--- src/rtl/xfer_addr_gen.sv ---
// Transfer address generator: splits a byte range into naturally aligned
// 1/2/4-byte beats, handshaken with valid/ready, with abort and done pulse.
module xfer_addr_gen #(
    parameter int ADDR_W = 32,
    parameter int CNT_W  = 16
) (
    input  logic              clk,
    input  logic              rst,
    input  logic              start,
    input  logic [ADDR_W-1:0] base_addr,
    input  logic [CNT_W-1:0]  length,
    input  logic [1:0]        max_size,
    input  logic              abort,
    input  logic              ready,
    output logic              valid,
    output logic [ADDR_W-1:0] addr,
    output logic [1:0]        size,
    output logic [CNT_W-1:0]  remaining,
    output logic [CNT_W-1:0]  beat_count,
    output logic              busy,
    output logic              done
);

    localparam logic [1:0] S_IDLE = 2'd0;
    localparam logic [1:0] S_RUN  = 2'd1;
    localparam logic [1:0] S_DONE = 2'd2;

    logic [1:0]        state;
    logic [1:0]        state_nxt;
    logic [1:0]        max_q;
    logic [CNT_W-1:0]  size_bytes;
    logic [ADDR_W-1:0] addr_step;
    logic              accept;

    // Pick the widest beat allowed by the stored limit, bytes left and alignment.
    // NOTE: every always_comb output gets a default first so no latch is inferred.
    always_comb begin
        size = 2'd0;
        if (max_q != 2'd0 && 32'(remaining) >= 32'd2 && !addr[0])
            size = 2'd1;
        if (max_q[1] && 32'(remaining) >= 32'd4 && addr[1:0] == 2'b00)
            size = 2'd2;
    end

    assign size_bytes = CNT_W'(1) << size;
    assign addr_step  = ADDR_W'(1) << size;
    assign valid      = (state == S_RUN);
    assign accept     = valid && ready && !abort;

    always_comb begin
        state_nxt = state;
        case (state)
            S_IDLE:
                if (start)
                    state_nxt = (length == '0) ? S_DONE : S_RUN;
            S_RUN:
                if (abort)
                    state_nxt = S_IDLE;
                else if (accept && remaining == size_bytes)
                    state_nxt = S_DONE;
            S_DONE:
                state_nxt = S_IDLE;
            default:
                state_nxt = S_IDLE;
        endcase
    end

    // NOTE: sequential state uses non-blocking assignments only.
    always_ff @(posedge clk or posedge rst) begin
        if (rst) begin
            state      <= S_IDLE;
            addr       <= '0;
            remaining  <= '0;
            beat_count <= '0;
            max_q      <= 2'd0;
            busy       <= 1'b0;
            done       <= 1'b0;
        end else begin
            state <= state_nxt;
            busy  <= (state_nxt == S_RUN);
            done  <= (state_nxt == S_DONE);
            if (state == S_IDLE && start) begin
                addr       <= base_addr;
                remaining  <= length;
                beat_count <= '0;
                max_q      <= max_size;
            end else if (accept) begin
                addr      <= addr + addr_step;
                remaining <= remaining - size_bytes;
                if (beat_count != '1)
                    beat_count <= beat_count + 1'b1;
            end
        end
    end

endmodule

--- config.mk ---
export PLATFORM = sky130hd
export DESIGN_NAME = xfer_addr_gen
export DESIGN_NICKNAME = d
export VERILOG_FILES = /design/src/rtl/xfer_addr_gen.sv
export SDC_FILE = /design/constraint.sdc
export NUM_CORES = 1
export LEC_CHECK = 0
export CAP_MARGIN = 10
export CORE_MARGIN = 2
export CORE_UTILIZATION = 30
export CTS_CLUSTER_SIZE = 25
export DETAILED_ROUTE_END_ITERATION = 8
export HOLD_SLACK_MARGIN = 0.02
export SETUP_SLACK_MARGIN = 0.5
export SLEW_MARGIN = 20
export SYNTH_ARGS = -nofsm -noshare
export SYNTH_HDL_FRONTEND = slang
export SYNTH_SLANG_ARGS = --single-unit
--- constraint.sdc ---
create_clock -name clk -period 7 [get_ports clk]
set_input_delay 1.05 -clock clk [delete_from_list [all_inputs] [get_ports clk]]
set_output_delay 1.05 -clock clk [all_outputs]
set_load 0.05 [all_outputs]
# Word level (Yosys, flattened, before mapping)
# Cells that the tools add are included.
[word_totals]
elab_cells = 50
reg_bits = 70
in_bits = 55
[classes]
order_cmp = 2
n_eq_ne = 5
addsub = 3
muxes = 14
n_reduce_logical = 17
shifts = 2
[op_table]
columns = ["op", "n"]
rows = [
  ["$mux W16", 5],
  ["$mux W32", 2],
  ["$add A32 B32 Y32", 1],
  ["$shl A1 B2 Y32 const A", 1],
  ["$add A16 B1 Y16 const B", 1],
  ["$eq A16 B16 Y1", 1],
  ["$ge A16 B2 Y1 const B", 1],
  ["$ge A16 B3 Y1 const B", 1],
  ["$logic_not A16 Y1", 1],
  ["$ne A16 B16 Y1 const B", 1],
  ["$shl A1 B2 Y16 const A", 1],
  ["$sub A16 B16 Y16", 1],
  ["$mux W2", 5],
  ["$logic_and A1 B1 Y1", 8],
  ["$reduce_bool A2 Y1", 3],
  ["$eq A2 B1 Y1 const B", 2],
  ["$logic_not A2 Y1", 2],
  ["$pmux W2 S2", 1],
  ["$eq A2 B2 Y1 const B", 1],
  ["$logic_not A1 Y1", 2],
  ["$reduce_and A2 Y1", 1],
  ["$mux W1", 1],
]

# Longest topological paths before layout
# Gate-level depths: netlist of the first run.
[depth]
ltp_word = 12
depth_mapped = 14

# Least setup slack after synthesis of the first run
# Ideal clock, no wire load.
[synth_path]
path_kind = "reg2reg"
start = "reg remaining[4]"
end = "reg remaining[13]"
slack_ns = 2.550
setup_ns = 0.142
stages_incl_launch_ff = 14
arrival_ns = 4.309
cell_sequence = "dfrtp_1 -> or4_1 -> buf_2 -> nor4b_4 -> and2_4 -> a2111oi_2 -> nand2b_1 -> ha_1 -> nor2b_1 -> o21ai_0 -> or4b_1 -> clkbuf_1 -> o311ai_0 -> o211ai_1"
[synth_between]
elab_cells_between_ends = 12
classes_between = "add/sub (1); order compare (2); shift (1); mux (4); reduce/logical (4)"
[synth_lines]
columns = ["item", "line", "text"]
rows = [
  ["start, declared", "18", "output logic [CNT_W-1:0] remaining,"],
  ["start signal, assigned", "84", "remaining <= length;"],
  ["start signal, assigned", "89", "remaining <= remaining - size_bytes;"],
  ["$ge A16 B3 Y1", "41", "if (max_q[1] && 32'(remaining) >= 32'd4 && addr[1:0] == 2'b00)"],
  ["$logic_and A1 B1 Y1 (2 in series)", "41", ""],
  ["$mux W2", "41", ""],
  ["named net size[1]", "17", "output logic [1:0] size,"],
  ["$shl A1 B2 Y16", "45", "assign size_bytes = CNT_W'(1) << size;"],
  ["$sub A16 B16 Y16", "89", ""],
  ["$mux W16", "87", "end else if (accept) begin"],
  ["$mux W16", "82", "if (state == S_IDLE && start) begin"],
]
# The timed path passes the listed nets, and every way through them passes these cells. The select of a mux whose other input is x is not followed.
# A chain may end at the register's enable or synchronous reset.

# Worst setup path in the final report of the first run
[layout_path]
start = "reg remaining[6]"
end = "out size[0]"
[layout_between]
elab_chain_cells = 5
elab_cells_between_ends = 8
classes_between = "order compare (2); mux (2); reduce/logical (4)"
[layout_lines]
columns = ["item", "line", "text"]
rows = [
  ["$ge A16 B2 Y1", "39", "if (max_q != 2'd0 && 32'(remaining) >= 32'd2 && !addr[0])"],
  ["$logic_and A1 B1 Y1 (2 in series)", "39", ""],
  ["$mux W1", "39", ""],
  ["$mux W2 *", "41", ""],
  ["end, declared", "17", ""],
]
# Every way passes the cells marked *; elsewhere a longest branch is shown, timed or not.

==> results of run 1 <==
-- how the worst max path moves through the flow --
stage / start / endpoint
after floorplan: remaining[4] / remaining[13]
after global placement: remaining[6] / remaining[7]
after detailed placement: remaining[6] / remaining[7]
after CTS: remaining[6] / size[0]
after global routing: remaining[6] / remaining[7]
final: remaining[6] / size[0]
-- report_power, final --
| part | leakage [nW] | internal (mW) | switching (mW) | total [mW] |
|---|---|---|---|---|
| sequential | 0.888 | 0.481 | 0.120 | 0.601 |
| combinational | 1.19 | 0.297 | 0.518 | 0.815 |
| clock | 0.148 | 0.266 | 0.174 | 0.440 |
| total | 2.23 | 1.04 | 0.812 | 1.86 |
-- metal layers --
metal | track usage (%) | wire length [um] | vias up
met3 | 3.96 | 733 | 13
met5 | 0 | 0 | -
met2 | 27.6 | 5870 | 114
met4 | 5.23 | 145 | 0
met1 | 25.4 | 6030 | 1932
li1 | - | - | 1928
-- through the flow --
step,power (mW),hold slack [ns],setup WS [ns]
4_1_cts,1.87,0.500,2.87
6_report,1.86,0.497,2.86
3_5_place_dp,1.42,0.486,3.09
5_1_grt,1.96,0.547,2.63
2_1_floorplan,1.13,0.447,2.55
3_3_place_gp,1.41,0.492,3.15
-- state kept, by name, summed over array words and instances, names as in the netlist --
register	cells
addr	32
beat_count	16
busy	1
done	1
max_q	2
remaining	16
state	2
-- logic make-up (layout without fill, tap and decap cells) --
kind of cell | Yosys count | in the layout | share of synthesized area [%]
AND/OR/NAND/NOR | 191 | 191 | 25.1
multiplexers | 1 | 1 | 0.245
flip-flops | 70 | 70 | 42.8
buffers and inverters | 29 | 152 | 2.78
XOR/XNOR | 26 | 26 | 5.56
adder cells (fa/ha/maj) | 9 | 9 | 2.93
AO/OA/AOI/OAI | 117 | 117 | 20.4
other | 2 | 2 | 0.183
-- layout by cell type (no fill, tap or decap), types with 3 or more instances in the layout --
| cell type | n |
|---|---|
| clkdlybuf4s50_1 | 123 |
| dfrtp_1 | 70 |
| nand2_1 | 58 |
| nor2_1 | 34 |
| nand3_1 | 26 |
| o21ai_0 | 26 |
| o211ai_1 | 24 |
| xor2_1 | 20 |
| nand4_1 | 17 |
| o311ai_0 | 12 |
| a21oi_1 | 12 |
| a22oi_1 | 11 |
| nor4_1 | 9 |
| clkbuf_16 | 9 |
| inv_1 | 8 |
| ha_1 | 8 |
| and3_1 | 7 |
| nor3_1 | 7 |
| a221o_1 | 6 |
| xnor2_1 | 6 |
| or3_1 | 5 |
| and4_1 | 4 |
| a31oi_1 | 4 |
| a21o_1 | 4 |
| clkinv_2 | 4 |
| buf_4 | 4 |
| nand3b_1 | 3 |
| o21a_1 | 3 |
| clkbuf_8 | 3 |
-- worst max-delay path, stage by stage, from the launching register on --
cell	delay (ns)
dfrtp_1	0.41
or4_1	0.68
nor4b_4	0.36
and2_4	0.24
a2111oi_2	0.10
nor2_1	0.15
clkdlybuf4s50_1	0.82
-- final cells by class --
| type | count | area [um2] |
|---|---|---|
| Fill cell | 1265 | 7490 |
| Inverter | 9 | 33.8 |
| Clock inverter | 4 | 20.0 |
| Tap cell | 176 | 220 |
| Multi-Input combinational cell | 346 | 2250 |
| Sequential cell | 70 | 1750 |
| Clock buffer | 12 | 267 |
| Timing Repair Buffer | 127 | 1260 |
==> results.toml, run 1 <==
[detailed_routing]
routedWlPerCell_um = 17.2
drt_wl_total_um = 12800
drt_first_pass_iters = 6
vias_per_cell = 5.36
num_vias = 3987
drtAntennaViolNets = 0
drcViolationCount = 0
drt-initial-drc-count = 222

[hold_path]
hold_start = "max_q[0]"
hp-class = "flop to flop"
hold-path-endpoint = "max_q[0]"
min_path_cells = 2

[setup_path]
critPathRequiredTime_ns = 5.95
ff2ff_path_depth = 11
worst-path-max-fanout = 6
rrSetupSlack_ns = 2.99
reg2reg_to = "remaining[9]"
arrival_ns = 3.09
worstSetupStartpointType = "flop"
worstSetupPathType = "flop to primary output"
cp-end-kind = "primary output"
rr_startpoint = "remaining[6]"

[clocking]
numClockSinks = 70
cts_setup_buffers = 0
cts_inserted_buffers = 9
clk_pin_slew_worst_paths_ns = 0.06
clkLatencyLatePin_ns = 0.34
cts.path.max_buffers = 2
ctsHtreeMaxLevel = 3
clock-root-buffer = "clkbuf_16"
ctsResizeCount = 0
ctsHoldBuffers = 0
tritoncts = "done"

[finish]
final_area_um2 = 5800
n_antenna_cell = 0
final-instance-count-excl-fill = 744
area_growth_pct = 41.7
final_util_pct = 43.6
layout.nets = 627
drive_gt1_share_pct = 5.99

[yosys]
synth.area.top_cells = "dfrtp_1, nand2_1, o211ai_1, xor2_1, nand3_1"
syn_inst = 445
ys_seq_area_share_pct = 42.8
synth-edff-count = 0
netlist_area_um2 = 4090
ys_warn_count = 0
yosysTopAreaCellShare_pct = 42.8
yosysTopAreaCell = "dfrtp_1"
synthTopCellsByCount = "dfrtp_1, nand2_1, nor2_1"
synth.most_common_cell = "dfrtp_1"
synthArstFlopShare_pct = 100
syn_area_per_cell_um2 = 9.20
synth_cell_types = 59
synth_flop_cell = "dfrtp_1"
ys_ff_latch = 70
synth_nets = 509

[placed_design]
dp.cells = 728
dp_hpwl_um = 8920
place_congestion = 0.842
place_area_um2 = 5520
port_buffers = 123

[timing]
fmax_ghz = 0.241
max_slew_margin_pct = 35.8
finalSetupViolCount = 0
finalCritPeriodShare_pct = 59.2
drv_slew = 0
period_needed_ns = 4.14
hold_viol_final = 0
rsz0062_at_grt = "no"
setup_tns_ns = 0
skew_ns = 0.00674
worst_slew_pin_slew_ns = 0.964

[power_and_ir_drop]
leakagePower_nw = 2.23
vdd_drop_max_mv = 0.125
powerDensity_nw_per_um2 = 320

[global_route]
grt_pass1_vias = 3979
grt_max_degree = 77
grt_use_total_pct = 18.0
grt_pass1_wl_um = 20700
overflow = 0
antenna_found_initial = 0

[die]
coreArea_um2 = 13300
die_width_um = 121
dieArea_um2 = 14600
initial_core_util_pct = 30.8
io_pins = 124
rows = 42
die_h_um = 121

[run]
maxCapViolCount = 0

[status]
run_status = "finished, final reports clean"
Power figures use the tool's default switching activity.
==> inputs of run 2 (changes only) <==
==> constraint.sdc (replaced) <==
create_clock -name clk -period 3.85 [get_ports clk]
set_input_delay 0.5775 -clock clk [delete_from_list [all_inputs] [get_ports clk]]
set_output_delay 0.5775 -clock clk [all_outputs]
set_load 0.05 [all_outputs]
==> results.toml, run 2 (synthesis results as in run 1) <==
[status]
run_status = "finished, final reports clean"

[finish]
final_common_cell = "clkdlybuf4s50_1"
regMostFlops = "addr"
n_antenna_cell = 0
largest_reg_flops = 32
fillers = 1251
layout.nets = 645
final-instance-count-excl-fill = 761
drive_gt1_share_pct = 12.5
reg.largest.list = "addr x32, beat_count x16, remaining x16"
area_growth_pct = 49.0
final_cell_mix = "clkdlybuf4s50_1, dfrtp_1, nand2_1"

[setup_path]
arrival_ns = 3.58
ff2ff_path_depth = 11
worstSetupStartpointType = "flop"
cp-end-kind = "flop"
worstSetupPathType = "flop to flop"
critPathRequiredTime_ns = 4.07
reg2reg_to = "remaining[7]"
worst-path-max-fanout = 5
rr_startpoint = "remaining[7]"
rrSetupSlack_ns = 0.49

[detailed_routing]
drt-initial-drc-count = 192
num_vias = 4134
vias_per_cell = 5.43
routedWlPerCell_um = 17.5
drtAntennaViolNets = 0
drt_wl_total_um = 13300
drt_first_pass_iters = 4
drcViolationCount = 0

[global_route]
grt_pass1_vias = 4041
antenna_found_initial = 0
grt_max_degree = 49
overflow = 0
grt_pass1_wl_um = 21200
grt_use_total_pct = 18.4

[clocking]
clock-root-buffer = "clkbuf_16"
clk_pin_slew_worst_paths_ns = 0.06
clkLatencyLatePin_ns = 0.34
cts_inserted_buffers = 9
numClockSinks = 70
tritoncts = "done"
cts.path.max_buffers = 2
ctsHtreeMaxLevel = 3

[placed_design]
place_congestion = 0.851
post-place-ws_ns = 0.275
dp.cells = 730
port_buffers = 123
dp_hpwl_um = 9430

[hold_path]
hold_start = "max_q[0]"
hold-path-endpoint = "max_q[0]"
min_path_cells = 2
hp-class = "flop to flop"

[power_and_ir_drop]
leakagePower_nw = 2.36
powerDensity_nw_per_um2 = 585
p_total_mw = 3.57
vdd_drop_max_mv = 0.246

[timing]
setup_tns_ns = 0
finalCritPeriodShare_pct = 87.2
period_needed_ns = 3.36
drv_slew = 0
skew_ns = 0.00714
rsz0062_at_grt = "yes"
fmax_ghz = 0.298
finalSetupViolCount = 0
max_slew_margin_pct = 44.8
fin_ws_ns = 0.492
hold_viol_final = 0
worst_slew_pin_slew_ns = 0.828

[die]
coreArea_um2 = 13300
die_h_um = 121
initial_core_util_pct = 30.8
io_pins = 124
rows = 42
dieArea_um2 = 14600
die_width_um = 121

[run]
maxCapViolCount = 0
[run 2: stage by stage]
stage | area (um2) | utilization [%] | hold slack [ns]
global route | 6100 | 45.9 | 0.504
CTS | 5970 | 44.9 | 0.482
floorplan | 4190 | - | 0.447
finish | 6100 | 45.9 | 0.483
global placement | 5620 | 42.3 | 0.464
detailed placement | 5620 | 42.3 | 0.468
[run 2: worst max path at each step]
stage	from	to	slack, ns	cells past startpoint
CTS	remaining[6]	remaining[7]	0.47	11
floorplan	remaining[4]	remaining[13]	0.1	13
detailed placement	remaining[4]	remaining[13]	0.27	11
global placement	remaining[4]	remaining[13]	0.40	11
global route	remaining[7]	remaining[6]	0.38	13
finish	remaining[7]	remaining[7]	0.49	11
[run 2: layer usage]
metal	track usage, %	routed length (um)	vias up
met2	27.9	6050	158
met5	0	0	-
met4	6.76	248	0
met1	25.6	6140	2002
li1	-	-	1954
met3	4.10	896	20
[run 2: power breakdown]
| group | leakage (nW) | internal, mW | total, mW | switching, mW |
|---|---|---|---|---|
| Clock | 0.139 | 0.485 | 0.799 | 0.314 |
| Combinational | 1.34 | 0.644 | 1.66 | 1.02 |
| Sequential | 0.882 | 0.878 | 1.11 | 0.231 |
| Total | 2.36 | 2.01 | 3.57 | 1.56 |
[run 2: critical path, stage by stage (launching register included)]
cell and delay [ns]:
dfrtp_2 0.42, or4_4 0.58, nor4b_4 0.27, and2_4 0.23, a2111oi_4 0.09, nand2b_4 0.18, ha_4 0.22, nor2b_1 0.12
o21ai_1 0.18, nor4b_2 0.51, a21oi_1 0.15, a211o_1 0.29
[run 2: layout make-up]
| cell class | count | area (um2) | share of cell area [%] |
|---|---|---|---|
| clock buffer | 14 | 274 | 4.49 |
| timing repair buffer | 145 | 1410 | 23.1 |
| multi-input combinational | 346 | 2400 | 39.3 |
| clock inverter | 1 | 5.00 | 0.0821 |
| tap | 176 | 220 | 3.61 |
| sequential | 70 | 1760 | 28.8 |
| inverter | 9 | 33.8 | 0.554 |
[run 2: what timing repair did]
item	4_1_cts	5_1_grt
buffers inserted	6	10
hold buffers	0	0
resized for setup	7	9
setup endpoints to repair	25	28
pin swaps	9	16
